`src/rtl/async_fifo_package.sv`:
```
// Shared defaults and state type for the single-clock FIFO storage array.
package async_fifo_package;
  localparam int DEF_DATA_WIDTH = 32;
  localparam int DEF_ADDR_WIDTH = 4;
  localparam int DEF_DEPTH      = 16;
  localparam int BE_WIDTH       = DEF_DATA_WIDTH / 8;

  typedef enum logic {INIT, RUN} ram_state_t;
endpackage

```
`src/rtl/ram_read_pipe.sv`:
```
// Optional second output register for the read path. With RD_LATENCY=1 it is a pass-through.
module ram_read_pipe #(
  parameter int DATA_WIDTH = 32,
  parameter int RD_LATENCY = 1
) (
  input  logic                  clk,
  input  logic                  rst,
  input  logic                  in_valid,
  input  logic [DATA_WIDTH-1:0] in_data,
  input  logic                  in_oob,
  output logic                  out_valid,
  output logic [DATA_WIDTH-1:0] out_data,
  output logic                  out_oob
);

  if (RD_LATENCY == 2) begin : g_stage
    logic                  valid_q;
    logic                  oob_q;
    logic [DATA_WIDTH-1:0] data_q;

    // Data only moves when a read completes so the output holds between reads.
    always_ff @(posedge clk) begin
      if (rst) begin
        valid_q <= 1'b0;
        oob_q   <= 1'b0;
        data_q  <= '0;
      end else begin
        valid_q <= in_valid;
        oob_q   <= in_valid & in_oob;
        if (in_valid) data_q <= in_data;
      end
    end

    assign out_valid = valid_q;
    assign out_oob   = oob_q;
    assign out_data  = data_q;
  end else begin : g_bypass
    logic unused_bypass;
    assign unused_bypass = ^{clk, rst};
    assign out_valid = in_valid;
    assign out_oob   = in_oob;
    assign out_data  = in_data;
  end

endmodule

```
`src/rtl/sync_dualport_ram.sv`:
```
// Single-clock 1W/1R RAM with byte enables, post-reset self-clear sweep and out-of-range flags.
//   state | meaning
//   INIT  | self-clear sweep writing '0 to mem[init_ptr]
//   RUN   | normal read/write operation
module sync_dualport_ram
  import async_fifo_package::*;
#(
  parameter int DATA_WIDTH = DEF_DATA_WIDTH,
  parameter int ADDR_WIDTH = DEF_ADDR_WIDTH,
  parameter int DEPTH      = DEF_DEPTH,
  parameter int RD_LATENCY = 1,
  parameter int RDW_MODE   = 0
) (
  input  logic                    clk,
  input  logic                    rst,
  input  logic                    w_en,
  input  logic [ADDR_WIDTH-1:0]   w_addr,
  input  logic [DATA_WIDTH-1:0]   w_data,
  input  logic [DATA_WIDTH/8-1:0] w_be,
  input  logic                    r_en,
  input  logic [ADDR_WIDTH-1:0]   r_addr,
  output logic [DATA_WIDTH-1:0]   r_data,
  output logic                    r_valid,
  output logic                    ready,
  output logic                    w_oob,
  output logic                    r_oob
);

  localparam int                  BE_W      = DATA_WIDTH / 8;
  localparam logic [ADDR_WIDTH:0] DEPTH_L   = (ADDR_WIDTH + 1)'(DEPTH);
  localparam logic [ADDR_WIDTH-1:0] LAST_ADDR = ADDR_WIDTH'(DEPTH - 1);

  if (DATA_WIDTH % 8 != 0) begin : g_err_dw
    $error("sync_dualport_ram: DATA_WIDTH must be a multiple of 8");
  end
  if (DEPTH > (1 << ADDR_WIDTH)) begin : g_err_depth
    $error("sync_dualport_ram: DEPTH exceeds 2**ADDR_WIDTH");
  end
  if (RD_LATENCY != 1 && RD_LATENCY != 2) begin : g_err_lat
    $error("sync_dualport_ram: RD_LATENCY must be 1 or 2");
  end

  logic [DATA_WIDTH-1:0] mem [DEPTH];

  ram_state_t            state_q, state_d;
  logic [ADDR_WIDTH-1:0] init_ptr_q, init_ptr_d;

  logic                  wr_in_range, rd_in_range, wr_go, rd_go;
  logic [DATA_WIDTH-1:0] rd_word;
  logic                  s1_valid, s1_oob;
  logic [DATA_WIDTH-1:0] s1_data;

  // Gating with rst keeps a request presented alongside reset from being accepted.
  assign ready       = (state_q == RUN) & ~rst;
  assign wr_in_range = {1'b0, w_addr} < DEPTH_L;
  assign rd_in_range = {1'b0, r_addr} < DEPTH_L;
  assign wr_go       = ready & w_en & wr_in_range;
  assign rd_go       = ready & r_en;

  always_comb begin
    state_d    = state_q;
    init_ptr_d = init_ptr_q;
    case (state_q)
      INIT: begin
        init_ptr_d = init_ptr_q + 1'b1;
        if (init_ptr_q == LAST_ADDR) begin
          state_d    = RUN;
          init_ptr_d = '0;
        end
      end
      RUN: ;
      default: state_d = INIT;
    endcase
  end

  always_ff @(posedge clk) begin
    if (rst) begin
      state_q    <= INIT;
      init_ptr_q <= '0;
    end else begin
      state_q    <= state_d;
      init_ptr_q <= init_ptr_d;
    end
  end

  always_ff @(posedge clk) begin
    if (!rst && state_q == INIT) begin
      mem[init_ptr_q] <= '0;
    end else if (wr_go) begin
      for (int i = 0; i < BE_W; i++) begin
        if (w_be[i]) mem[w_addr][8*i +: 8] <= w_data[8*i +: 8];
      end
    end
  end

  // New-data mode forwards the enabled write lanes over the stored word.
  always_comb begin
    rd_word = '0;
    if (rd_in_range) begin
      rd_word = mem[r_addr];
      if (RDW_MODE == 1 && wr_go && w_addr == r_addr) begin
        for (int i = 0; i < BE_W; i++) begin
          if (w_be[i]) rd_word[8*i +: 8] = w_data[8*i +: 8];
        end
      end
    end
  end

  always_ff @(posedge clk) begin
    if (rst) begin
      s1_valid <= 1'b0;
      s1_oob   <= 1'b0;
      s1_data  <= '0;
      w_oob    <= 1'b0;
    end else begin
      s1_valid <= rd_go;
      s1_oob   <= rd_go & ~rd_in_range;
      if (rd_go) s1_data <= rd_word;
      w_oob    <= ready & w_en & ~wr_in_range;
    end
  end

  ram_read_pipe #(
    .DATA_WIDTH (DATA_WIDTH),
    .RD_LATENCY (RD_LATENCY)
  ) u_read_pipe (
    .clk       (clk),
    .rst       (rst),
    .in_valid  (s1_valid),
    .in_data   (s1_data),
    .in_oob    (s1_oob),
    .out_valid (r_valid),
    .out_data  (r_data),
    .out_oob   (r_oob)
  );

endmodule
```
`config.mk`:
```
export PLATFORM = sky130hd
export DESIGN_NAME = sync_dualport_ram
export DESIGN_NICKNAME = d
export VERILOG_FILES = /design/src/rtl/async_fifo_package.sv /design/src/rtl/ram_read_pipe.sv /design/src/rtl/sync_dualport_ram.sv
export SDC_FILE = /design/constraint.sdc
export NUM_CORES = 1
export LEC_CHECK = 0
export CORE_MARGIN = 2
export CORE_UTILIZATION = 55
export CTS_CLUSTER_SIZE = 30
export DETAILED_ROUTE_END_ITERATION = 10
export DONT_BUFFER_PORTS = 1
export GPL_ROUTABILITY_DRIVEN = 0
export PLACE_DENSITY = 0.72
export SLEW_MARGIN = 20
export SYNTH_ARGS = -nofsm -noshare
export SYNTH_HDL_FRONTEND = slang
export SYNTH_HIERARCHICAL = 1
export SYNTH_SLANG_ARGS = --single-unit
```
`constraint.sdc`:
```
create_clock -name clk -period 3.8 [get_ports clk]
set_input_delay 0.76 -clock clk [delete_from_list [all_inputs] [get_ports clk]]
set_output_delay 0.76 -clock clk [all_outputs]
set_load 0.005 [all_outputs]
```
After elaboration in Yosys (flattened, before gate mapping). Memories as Yosys holds them, arrays and structs flattened. A register that Yosys moved wholly into a read port is not among the register bits. Index checks and enable logic that the tools add are counted.

Memories: 1. Word-level logic and storage cells: 38. Memory bits (writable): 512. Output and inout port bits: 36. Bits of input ports: 48. Bits in latches: 0. Bits in registers: 6. Bits in read-only memories: 0.

Memory list: mem (words 16, width 32, read ports 1, clocked after memory_dff 1, wr ports 1, line sync_dualport_ram.sv:43) `logic [DATA_WIDTH-1:0] mem [DEPTH];`.

Mux-type cells: 24. Multipliers: 0. $lt $le $gt $ge: 0. Eq/ne operators: 1. Shift operators: 0. Divide/modulo/power cells: 0. Reduce and logical (&&, ||, !) cells: 3. Bitwise gates (word level): 5. Add/subtract/negate cells: 1.

Operators by type and width (count): $mux 32 (1); $reduce_or 32->1 (1); $mux 1 (20); $mux 4 (3); $add 4x1->4 const B (1); $eq 4x4->1 const B (1); $and 1x1->1 (3); $not 1->1 (2); $logic_and 1x1->1 (1); $logic_not 1->1 (1).

Logic depth before layout (Yosys ltp).
Depth in word-level cells: 8. Depth in mapped cells: 8.

By module. Netlist, hierarchy kept.

Modules (own cells, without submodules): sync_dualport_ram (times used 1, area each 21486.9 um^2, cells an instance 1097); ram_read_pipe (times used 1, area each 255.2 um^2, cells an instance 34).

Least setup slack after synthesis. Ideal clock, no wire load.

Path type: input to register. Start point: input w_be[0]. End point: memory mem[6][0], enable pin. Data required time: 3.417 ns. Path buffers: 3. Library setup time: 0.383 ns. Cell stages on the path: 7. Slack: 0.704 ns. Arrival: 2.712 ns. Path through: or4_4 -> and3_1 -> buf_6 -> buf_12 -> mux2i_4 -> buf_6 -> nor3_1.

Longest elaborated chain between the ends: 6.

RTL lines: start, declared (line sync_dualport_ram.sv:19) `input logic [DATA_WIDTH/8-1:0] w_be,`; $mux 1 (*) (line sync_dualport_ram.sv:91) `if (w_be[i]) mem[w_addr][8*i +: 8] <= w_data[8*i +: 8];`; $mux 1 (*) (line sync_dualport_ram.sv:89) `end else if (wr_go) begin`; $mux 1 (*) (line sync_dualport_ram.sv:87) `if (!rst && state_q == INIT) begin`; $mux 1 (not written as such) (*) (line sync_dualport_ram.sv:91); $reduce_or 32->1 (no source line); $mux 4 (no source line); end, declared (line sync_dualport_ram.sv:43).

Every way passes the cells marked *; elsewhere a longest branch is shown, timed or not.

Worst setup path in the final report.
Start point: register state_q. End point: memory mem[1][26], enable pin.

Longest elaborated chain between the ends: 7.

RTL lines: start, declared (line sync_dualport_ram.sv:45) `ram_state_t state_q, state_d;`; start signal, assigned (line sync_dualport_ram.sv:81) `state_q <= state_d;`; $and 1x1->1 (*) (line sync_dualport_ram.sv:54) `assign ready = (state_q == RUN) & ~rst;`; net ready (line sync_dualport_ram.sv:24) `output logic ready,`; $and 1x1->1 (*); $mux 1 (line sync_dualport_ram.sv:89); $mux 1 (line sync_dualport_ram.sv:87); $mux 1 (not written as such) (line sync_dualport_ram.sv:91); $reduce_or 32->1 (no source line); $mux 4 (no source line).

The timed path passes the listed nets; every way through them passes the cells marked *.

==> results.toml <==
[grt]
grt_overflow = 0
grt_start_max_net_pins = 150
grt_usage_pct = 22.6
antenna_found_initial = 0
grt_first_pass_wirelength_um = 68300
first_global_vias = 10733

[min_path]
min-delay-path-class = "input port to flip-flop"

[critical_path]
timing.critical_path.from_type = "flip-flop"
worstSetupPathType = "flip-flop to flip-flop"
critical_path_buf_inv_count = 0
crit-reg2reg-capture = "mem[1][26]$_DFFE_PP_"
worstRegToRegCells = 4
critPathCapture = "mem[1][26]$_DFFE_PP_"
worst_reg2reg_path_startpoint = "state_q$_SDFF_PP0_"
worst-path-max-fanout = 16
timing.reg2reg.setup_slack_ns = 0.41
crit_path_cell_trace = "nor2b_1 -> and3_2 -> mux2i_4 -> nor3_1"
cp_slowest_stage_delay_ns = 0.99
cp.arrival_ns = 3.59
critPathSlowestCell = "sky130_fd_sc_hd__nor3_1"
timing.critical_path.required_ns = 3.99
crit_cells = 4
crit_family = "simple AND/OR/NAND/NOR gates"
end_kind = "flip-flop"
timing.critical_path.from = "state_q$_SDFF_PP0_"

[timing]
finalWorstSetupSlack_ns = 0.408
finalSetupViolations = 0
finalClockSkew_ns = 0.0312
final.min_clock_period_ns = 3.39
setup-tns-final_ns = 0
timing.final.max_slew_violations = 0
maxSlewHeadroom_pct = 25.6
min_period_over_period_pct = 89.3
final-hold-violation-count = 0
clock.fmax_ghz = 0.295
measured_slew_at_the_worst_slew_check_pin_ns = 1.11
rsz_0062_raised_after_global_routing = "no"

[cts]
cts.root.buffer_cell = "sky130_fd_sc_hd__clkbuf_16"
cts_inserted_buffers = 53
tritoncts_num_sinks = 550
cts-resized-gates = 0
insertion_delay_ns = 0.58
ctsHoldBuffers = 0
tritoncts_clock_tree = "done"
htree_num_levels = 2
clk_path_buf_depth = 3
worst_setup_hold_path_clk_slew_ns = 0.07
post-cts-setup-buffers = 0

[power_and_ir_drop]
peakVddDrop_mv = 0.314
netSwitchingFraction_pct = 19.3
power.static_leakage_uw = 0.00869
pwr-share-clk_pct = 44.0
power.total_uw = 12400
intPower_uw = 10000
power_per_cell_area_mw_per_mm2 = 514
power.net_switching_uw = 2390
power.combinational.fraction_pct = 2.6
sequentialPowerShare_pct = 53.4

[layout]
mostFrequentLayoutCell = "sky130_fd_sc_hd__edfxtp_1"
flow.area_growth_from_synthesis_pct = 10.9
drive_gt1_share_pct = 25.7
final_design_area_no_fill_mm2 = 0.0241
antennaDiodeCount = 0
final_nets = 1179
most-common-layout-cells = "sky130_fd_sc_hd__edfxtp_1 (512), sky130_fd_sc_hd__mux4_2 (97), sky130_fd_sc_hd__mux2i_1 (64)"

[route]
num_vias = 10478
final_antenna_net_count = 0
total_routed_wirelength_um = 45400
vias_per_cell = 6.19
drtIter0Drc = 1046
drc = 0
dr.pass1.iters = 5
routedWlPerCell_um = 26.8

[place]
detailed_place.area_mm2 = 0.0222
portBuffers = 0
place_hpwl_um = 26700
placement.setup.worst_slack_ns = 0.192

[floorplanning]
cell_row_count = 72
die_w_um = 203
design.die.area_mm2 = 0.0411
pin_count = 84
starting_density_pct = 56.0
chipHeight_um = 203
coreArea_mm2 = 0.0388

[status]
status = "finished clean"

[logic_synthesis]
synth_enable_flop_cells = 512
synthArstFlopShare_pct = 0
yosys.cell_types.count = 36
total_of_flip_flops_plus_latches_after_synthesis = 550
synth_sequential_area_ratio_pct = 74.2
yosys_warnings = 6
dominantRegCellSynth = "sky130_fd_sc_hd__edfxtp_1"
post_synthesis_average_cell_area_um2 = 19.2
synthesis.area_mm2 = 0.0217
number_of_cells_produced_by_synthesis = 1131

[job]
timing.max_cap.violations = 0
==> worst reg2reg max path, stage by stage (launching register included) <==
cell and delay, ns:
sky130_fd_sc_hd__dfxtp_1 0.62, sky130_fd_sc_hd__nor2b_1 0.41, sky130_fd_sc_hd__and3_2 0.61, sky130_fd_sc_hd__mux2i_4 0.37, sky130_fd_sc_hd__nor3_1 0.99
==> synthesized netlist by cell type (32+ instances only) <==
master / count / area share [%]
sky130_fd_sc_hd__buf_4: 36 / 1.2
sky130_fd_sc_hd__mux4_2: 97 / 10
sky130_fd_sc_hd__edfxtp_1: 512 / 71
sky130_fd_sc_hd__nor3_1: 62 / 1.4
sky130_fd_sc_hd__mux2i_1: 64 / 2.9
sky130_fd_sc_hd__o21ai_0: 33 / 0.76
sky130_fd_sc_hd__mux2_2: 32 / 1.7
sky130_fd_sc_hd__nand2_1: 37 / 0.64
sky130_fd_sc_hd__a22oi_1: 32 / 1.1
sky130_fd_sc_hd__clkbuf_1: 39 / 0.67
sky130_fd_sc_hd__dfxtp_1: 38 / 3.5
==> layout make-up <==
type | count | area, µm²
Clock buffer | 71 | 1500
Clock inverter | 29 | 339
Fill cell | 2631 | 14700
Multi-Input combinational cell | 473 | 5090
Sequential cell | 550 | 16100
Tap cell | 518 | 648
Timing Repair Buffer | 52 | 390
==> flip-flops by register name, summed over array words and instances (netlist names) <==
name and cells:
state_q 1, mem 512, init_ptr_q 4, s1_valid 1, s1_data 32
==> cell families after synthesis <==
group / share of synthesized area [%]
flip-flops: 74.2
multiplexers: 15.3
AND/OR/NAND/NOR: 3.82
AO/OA/AOI/OAI: 3.67
buffers and inverters: 2.91
adder cells (fa/ha/maj): 0.0575
other: 0.0172
XOR/XNOR: 0.0403
==> stage by stage <==
| stage | cells | hold WS, ns | util, % |
|---|---|---|---|
| 6_report | 1693 | 0.243 | 62.1 |
| 5_1_grt | 1693 | 0.221 | 62.1 |
| 4_1_cts | 1693 | 0.218 | 61.8 |
| 3_5_place_dp | 1593 | 0.517 | 57.1 |
| 3_3_place_gp | 1593 | 0.504 | 57.1 |
| 2_1_floorplan | 1132 | 0.449 | - |
==> power groups by stage <==
stage	sequential, µW	combinational (µW)	clock, µW
3_3_place_gp	6740	308	0
6_report	6610	328	5450
5_1_grt	6610	346	5760
4_1_cts	6610	318	5520
3_5_place_dp	6740	316	0
2_1_floorplan	6730	314	0
==> how the worst min path moves through the flow <==
stage | from | cells past startpoint | slack (ns) | endpoint
after detailed placement | s1_data[13]$_SDFFE_PP0P_ | 2 | 0.52 | s1_data[13]$_SDFFE_PP0P_
final | rst | 1 | 0.24 | init_ptr_q[1]$_SDFFE_PP0N_
after CTS | rst | 1 | 0.22 | init_ptr_q[1]$_SDFFE_PP0N_
after global routing | rst | 1 | 0.22 | init_ptr_q[2]$_SDFFE_PP0N_
after floorplan | s1_data[12]$_SDFFE_PP0P_ | 2 | 0.45 | s1_data[12]$_SDFFE_PP0P_
after global placement | s1_data[13]$_SDFFE_PP0P_ | 2 | 0.50 | s1_data[13]$_SDFFE_PP0P_
==> routing by layer <==
| layer | vias to the layer above | GRT usage, % | routed length, µm |
|---|---|---|---|
| met5 | - | 0 | 0 |
| li1 | 4559 | - | - |
| met1 | 5398 | 31.1 | 18100 |
| met4 | 0 | 8.21 | 1500 |
| met2 | 425 | 37.0 | 22600 |
| met3 | 96 | 3.76 | 3210 |
No activity file was read; power rests on OpenSTA's default activity.
